--- src/rtl/cpu_pkg.sv ---
// Shared definitions for the CPU front end.
//   OP_J / OP_JAL      : primary opcodes of the absolute-jump instructions
//   RESET_PC_DEFAULT   : default byte address the PC is loaded with on reset
//   fetch_state_e      : fetch sequencer states (BOOT, RUN, FAULT)
//   jump_target()      : forms the pseudo-direct j/jal target address
package cpu_pkg;

    localparam logic [5:0]  OP_J             = 6'b000010;
    localparam logic [5:0]  OP_JAL           = 6'b000011;
    localparam logic [31:0] RESET_PC_DEFAULT = 32'h0000_0000;

    typedef enum logic [1:0] {
        BOOT  = 2'd0,  // ROM is reading the reset PC, no instruction yet
        RUN   = 2'd1,  // normal zero-bubble fetch
        FAULT = 2'd2   // bad fetch target seen; frozen until reset
    } fetch_state_e;

    // j/jal keep the top nibble of the sequential PC and replace the rest
    // with the 26-bit word index from the instruction.
    function automatic logic [31:0] jump_target(input logic [3:0]  pc_region,
                                                input logic [25:0] instr_index);
        return {pc_region, instr_index, 2'b00};
    endfunction

endpackage

--- src/rtl/next_pc_sel.sv ---
// Next-PC priority selector and fetch-target check (purely combinational).
//   pc_plus_4    in  : sequential successor of the current PC
//   instr_index  in  : Instruction[25:0] of the current instruction
//   addr_result  in  : branch target from the execute stage
//   zero         in  : execute-stage zero flag
//   read_data_1  in  : rs value, jr target
//   branch/nbranch/jmp/jal/jr in : controller flags
//   next_pc      out : selected target (jr > j/jal > taken branch > PC+4)
//   target_fault out : next_pc is misaligned or beyond the ROM
module next_pc_sel
    import cpu_pkg::*;
#(
    parameter int IMEM_DEPTH = 16384
) (
    input  logic [31:0] pc_plus_4,
    input  logic [25:0] instr_index,
    input  logic [31:0] addr_result,
    input  logic        zero,
    input  logic [31:0] read_data_1,
    input  logic        branch,
    input  logic        nbranch,
    input  logic        jmp,
    input  logic        jal,
    input  logic        jr,
    output logic [31:0] next_pc,
    output logic        target_fault
);

    // One past the last valid byte address; 33 bits so the compare cannot wrap.
    localparam logic [32:0] FETCH_LIMIT = 33'(IMEM_DEPTH) * 33'd4;

    logic branch_taken;

    assign branch_taken = (branch & zero) | (nbranch & ~zero);

    // NOTE: every output of an always_comb gets a default before any branch;
    // a path that leaves it unassigned would infer a latch.
    always_comb begin
        next_pc = pc_plus_4;
        if (jr) begin
            next_pc = read_data_1;
        end else if (jmp || jal) begin
            next_pc = jump_target(pc_plus_4[31:28], instr_index);
        end else if (branch_taken) begin
            next_pc = addr_result;
        end
    end

    assign target_fault = (next_pc[1:0] != 2'b00) || ({1'b0, next_pc} >= FETCH_LIMIT);

endmodule

--- src/rtl/ifetch_unit.sv ---
// Instruction-fetch stage: PC register, synchronous ROM addressing,
// next-PC selection, jal link capture and fetch-fault detection.
//   clock, rst_n        : clock, asynchronous active-low reset
//   stall               : hold PC and current instruction
//   imem_addr / imem_rdata : synchronous ROM port (data one clock after addr)
//   Addr_Result, Zero, Read_data_1 : execute-stage results
//   Branch, nBranch, Jmp, Jal, Jr  : controller flags
//   Instruction, pc_out, PC_plus_4 : current instruction, its PC, PC+4
//   link_addr           : return address captured on a taken jal
//   instr_valid         : Instruction corresponds to pc_out
//   fetch_fault         : sticky; set by a misaligned/out-of-range target
module ifetch_unit
    import cpu_pkg::*;
#(
    parameter logic [31:0] RESET_PC   = RESET_PC_DEFAULT,
    parameter int          IMEM_DEPTH = 16384,
    parameter int          IMEM_AW    = 14
) (
    input  logic               clock,
    input  logic               rst_n,
    input  logic               stall,
    output logic [IMEM_AW-1:0] imem_addr,
    input  logic [31:0]        imem_rdata,
    input  logic [31:0]        Addr_Result,
    input  logic               Zero,
    input  logic [31:0]        Read_data_1,
    input  logic               Branch,
    input  logic               nBranch,
    input  logic               Jmp,
    input  logic               Jal,
    input  logic               Jr,
    output logic [31:0]        Instruction,
    output logic [31:0]        pc_out,
    output logic [31:0]        PC_plus_4,
    output logic [31:0]        link_addr,
    output logic               instr_valid,
    output logic               fetch_fault
);

    fetch_state_e state_q, state_d;
    logic [31:0]  pc_q, link_q;
    logic [31:0]  pc_plus_4, sel_pc, pc_d;
    logic         target_fault, redirect_en, advance, fault_hit;

    assign pc_plus_4 = pc_q + 32'd4;

    next_pc_sel #(
        .IMEM_DEPTH (IMEM_DEPTH)
    ) u_next_pc_sel (
        .pc_plus_4    (pc_plus_4),
        .instr_index  (imem_rdata[25:0]),
        .addr_result  (Addr_Result),
        .zero         (Zero),
        .read_data_1  (Read_data_1),
        .branch       (Branch),
        .nbranch      (nBranch),
        .jmp          (Jmp),
        .jal          (Jal),
        .jr           (Jr),
        .next_pc      (sel_pc),
        .target_fault (target_fault)
    );

    // Flags only matter in RUN without a stall; BOOT, stall and FAULT all
    // re-present the current PC so the ROM re-reads the same word.
    assign redirect_en = (state_q == RUN) && !stall;
    assign advance     = redirect_en && !target_fault;
    assign fault_hit   = redirect_en &&  target_fault;
    assign pc_d        = advance ? sel_pc : pc_q;

    // The ROM is addressed with the PC about to be loaded, so a new PC and its
    // instruction appear together. In reset pc_q is RESET_PC, which covers the
    // reset-time address.
    assign imem_addr   = pc_d[IMEM_AW+1:2];

    // State register
    always_ff @(posedge clock or negedge rst_n) begin
        if (!rst_n) begin
            state_q <= BOOT;
        end else begin
            state_q <= state_d;
        end
    end

    // Next-state logic
    always_comb begin
        state_d = state_q;
        unique case (state_q)
            BOOT:    state_d = RUN;
            RUN:     state_d = fault_hit ? FAULT : RUN;
            FAULT:   state_d = FAULT;
            default: state_d = FAULT;
        endcase
    end

    // Output logic; FAULT is terminal, so the fault flag stays set until reset.
    always_comb begin
        instr_valid = 1'b0;
        fetch_fault = 1'b0;
        unique case (state_q)
            RUN:     instr_valid = 1'b1;
            FAULT:   fetch_fault = 1'b1;
            default: ;
        endcase
    end

    // NOTE: clocked state uses non-blocking assignments so every register
    // samples pre-edge values regardless of statement order.
    always_ff @(posedge clock or negedge rst_n) begin
        if (!rst_n) begin
            pc_q   <= RESET_PC;
            link_q <= 32'd0;
        end else begin
            pc_q <= pc_d;
            // jr outranks jal, so the link is only written when jal's target wins.
            if (advance && Jal && !Jr) begin
                link_q <= pc_plus_4;
            end
        end
    end

    assign Instruction = imem_rdata;
    assign pc_out      = pc_q;
    assign PC_plus_4   = pc_plus_4;
    assign link_addr   = link_q;

endmodule

--- config.mk ---
export PLATFORM = sky130hd
export DESIGN_NAME = ifetch_unit
export DESIGN_NICKNAME = d
export VERILOG_FILES = /design/src/rtl/cpu_pkg.sv /design/src/rtl/next_pc_sel.sv /design/src/rtl/ifetch_unit.sv
export SDC_FILE = /design/constraint.sdc
export NUM_CORES = 1
export LEC_CHECK = 0
export CORE_UTILIZATION = 35
export DETAILED_ROUTE_END_ITERATION = 6
export GPL_TIMING_DRIVEN = 0
export PLACE_DENSITY_LB_ADDON = 0.12
export SLEW_MARGIN = 20
export SYNTH_ARGS = -nofsm -noshare
export SYNTH_HDL_FRONTEND = slang
export SYNTH_SLANG_ARGS = --single-unit
--- constraint.sdc ---
create_clock -name clock -period 3.8 [get_ports clock]
set_input_delay 0.76 -clock clock [delete_from_list [all_inputs] [get_ports clock]]
set_output_delay 0.76 -clock clock [all_outputs]
set_load 0.02 [all_outputs]
==> metrics.md <==
| Metric | Value |
|---|---|
| Min Tclk post-route | 4.34 ns |
| Antenna cell count | 0 |
| Cell mode on critical path | buf_4 |
| Tcrit/Tclk final | 114% |
| Root Buffer | clkbuf_16 |
| Slowest stage cell, crit path | dfrtp_2 |
| # IOs | 249 |
| CP max FO | 4 |
| Largest net degree at the start of global routing | 41 |
| Core area | 0.0121 mm² |
| Ys Warns | 0 |
| Req. time, crit path | 3.04 ns |
| Num rows | 40 |
| Worst-Skew Late Latency | 0.34 ns |
| Global-route usage over all layers | 29.5% |
| RSZ-0062 raised after global routing | yes |
| Fin. Hold Viols | 0 |
| CP arrival | 3.58 ns |
| H-tree levels | 3 |
| Mapped Nets | 587 |
| Placement Cell Area | 0.00706 mm² |
| Least-Margin Pin Slew | 0.627 ns |
| Final TNS setup | -6.95 ns |
| Vias in the first global route | 5,215 |
| Routability cong. | 0.875 |
| Share of layout cells above drive strength 1 | 30.1% |
| Overall power | 2070 µW |
| Hpwl dp | 14,100 µm |
| CTS tree | built |
| Status | complete, but fails checks |
| Max transition margin | 58.2% |
| Die area | 0.0130 mm² |
| Ys async rst share | 100% |
| CTS sink cnt | 66 |
| Fin area | 0.00824 mm² |
| Post-DRT Antenna Nets | 0 |
| Hold Buf Count CTS | 0 |
| Average size of a mapped cell | 9.15 µm² |
| PD cells | 251 mW/mm² |
| Setup violations, final | 14 |
| Number of buffers created by CTS | 9 |
| Clk slew on worst S/H paths | 0.06 ns |
| Netlist cell types | 55 |
| Vias/cell | 5.28 |
| Sequential area share after synthesis | 37.5% |
| Worst hold path type | in -> async |
| Clock Tree Buf Depth | 2 |
| First-pass GRT wire length | 28,800 µm |
| Final Max Slew Viols | 0 |
| Initial Util | 36.3% |
| Synth area leader | dfrtp_1 |
| Final worst slack | -0.540 ns |
| P_leak | 0.00358 µW |
| Worst path cell trace | buf_4 -> nand4_1 -> buf_4 -> or3_1 -> o31ai_2 -> a21oi_1 -> o41ai_2 -> nand2_1 -> nor3_4 -> buf_4 -> buf_6 -> mux2_2 -> buf_2 |
| Critical Path Max Stage Delay | 0.40 ns |
| DR iter-0 viols | 221 |
| CP startpoint kind | flop |
| Vias | 5,016 |
| Final net count | 883 |
| Routed Wire Length | 19,200 µm |
| Antenna violations before repair | 0 |
| Synth area leaders | dfrtp_1 38%, mux2_2 6.9%, buf_4 6.1% |
| Worst Skew | 0.00891 ns |
| Area Overhead vs Synth | 87.3% |
| Ys flop type | dfrtp_1 |
| IO Port Bufs | 242 |
| Cell Area, Synth | 0.00440 mm² |
| Kind of critical path | reg -> out |
| Critical Path Sink Type | output pin |
| Die width | 114 µm |
| Max Fclk | 230 MHz |
| Die Y | 114 µm |
| Failing checks | negative setup slack |
| Top cell type's share of synthesized area | 37.5% |
| # DRC | 0 |
| Number of cells produced by synthesis | 481 |
| Total grt overflow | 0 |
| MaxCap Viol Count | 0 |
| Post-synth EDFFs | 0 |
| Yosys reg bits | 66 |
| VDD IR max | 211 µV |
| Initial DRT Pass Iterations | 5 |
| WL/cell | 20.2 µm |
==> path summary, 6_finish.rpt <==
path,from,endpoint,slack (ns),depth (start not counted)
max,pc_out[8],imem_addr[12],-0.54,13
min,rst_n,link_addr[4],0.34,1
max reg2reg,pc_out[8],link_addr[27],0.37,12
min reg2reg,link_addr[25],link_addr[25],0.49,1
max in group asynchronous,rst_n,pc_out[21],2.90,2
min in group clock,link_addr[25],link_addr[25],0.49,1
==> final cells by class <==
cell class / count / area [µm²]
Multi-Input combinational cell: 351 / 2690
Timing Repair Buffer: 287 / 2820
Sequential cell: 66 / 1670
Clock inverter: 5 / 103
Tap cell: 168 / 210
Buffer: 60 / 489
Clock buffer: 11 / 243
Fill cell: 970 / 3870
Inverter: 2 / 12.5
==> per-stage QoR <==
| step | hold WS, ns | util (%) | setup WS (ns) | instances |
|---|---|---|---|---|
| detailed placement | 0.480 | 58.3 | -1.78 | 892 |
| global route | 0.361 | 68.0 | -0.578 | 950 |
| floorplan | 0.464 | - | 0.000345 | 481 |
| global placement | 0.472 | 58.1 | -1.74 | 891 |
| CTS | 0.345 | 66.9 | -0.386 | 939 |
| finish | 0.340 | 68.0 | -0.540 | 950 |
==> kinds of logic after synthesis <==
logic type,share of synthesized area (%)
flops,37.5
compound gates,12.7
buf+inv,9.07
fa+ha+maj,0.284
simple gates,23.7
mux,12.4
xor+xnor,4.38
==> cell usage after synthesis (3+ instances only) <==
master / instances
and2_1: 3
nand2_1: 42
buf_2: 7
or2_2: 3
nand2b_1: 4
mux2_2: 27
and4_1: 5
o31ai_1: 8
o31a_1: 6
xor2_1: 7
xnor2_1: 15
mux2_1: 17
nor2b_1: 28
o21ai_0: 21
or4_1: 6
a21oi_1: 18
nor3_1: 16
nor4_1: 6
nand4_1: 11
o311ai_0: 3
o21a_1: 3
a31oi_1: 6
mux2i_1: 5
dfrtp_1: 66
buf_4: 36
clkbuf_1: 17
nand3_1: 15
nor2_1: 44
==> critical path, delay by kind of cell, from the launching register on <==
kind	cells	cell delay [ns]
compound gates	3	0.76
simple gates	4	0.99
buf+inv	5	0.76
flops	1	0.40
mux	1	0.33
==> power breakdown <==
group	total [µW]	switching (µW)	internal (µW)
clock network	972	314	658
registers	707	1.83	705
logic	392	179	213
total	2070	495	1580
==> flip-flops by register name, summed over array words and instances (netlist names) <==
name	cells
link_addr	32
pc_out	32
state_q	2
==> layout by cell type, fill, tap and decap left out, drive strengths merged, types with 3 or more instances in the layout <==
| cell | netlist | layout |
|---|---|---|
| or4 | 7 | 7 |
| o21a | 3 | 3 |
| o21ai | 21 | 21 |
| clkdlybuf4s50 | 0 | 214 |
| xor2 | 7 | 7 |
| dfrtp | 66 | 66 |
| and4 | 5 | 5 |
| nand2b | 4 | 4 |
| nand2 | 42 | 42 |
| mux2 | 44 | 44 |
| o311ai | 3 | 3 |
| nor4 | 8 | 8 |
| nand4 | 11 | 11 |
| xnor2 | 15 | 15 |
| a21oi | 18 | 18 |
| bufinv | 0 | 3 |
| nor2 | 44 | 44 |
| or2 | 3 | 3 |
| o31ai | 9 | 9 |
| mux2i | 5 | 5 |
| buf | 45 | 108 |
| a31oi | 6 | 6 |
| nor3 | 18 | 18 |
| nor2b | 28 | 28 |
| dlygate4sd2 | 0 | 5 |
| nand3 | 17 | 17 |
| clkbuf | 17 | 25 |
| dlymetal6s2s | 0 | 4 |
| and2 | 3 | 3 |
| o31a | 6 | 6 |
==> per-layer routing <==
layer  up-vias  share of wire [%]  track usage (%)
met5         -                  0                0
met4         0                3.0             12.6
met3        34                9.5             8.31
met2       276                 49             51.9
met1      2413                 39             33.3
li1       2293                  -                -
==> timing repair <==
action | in CTS | in global routing
setup endpoints to repair | 54 | 14
gates resized for setup | 208 | 25
pin swaps | 24 | 13
cloned | 1 | 0
setup buffers | 31 | 13
(Power assumes the default switching activity.)
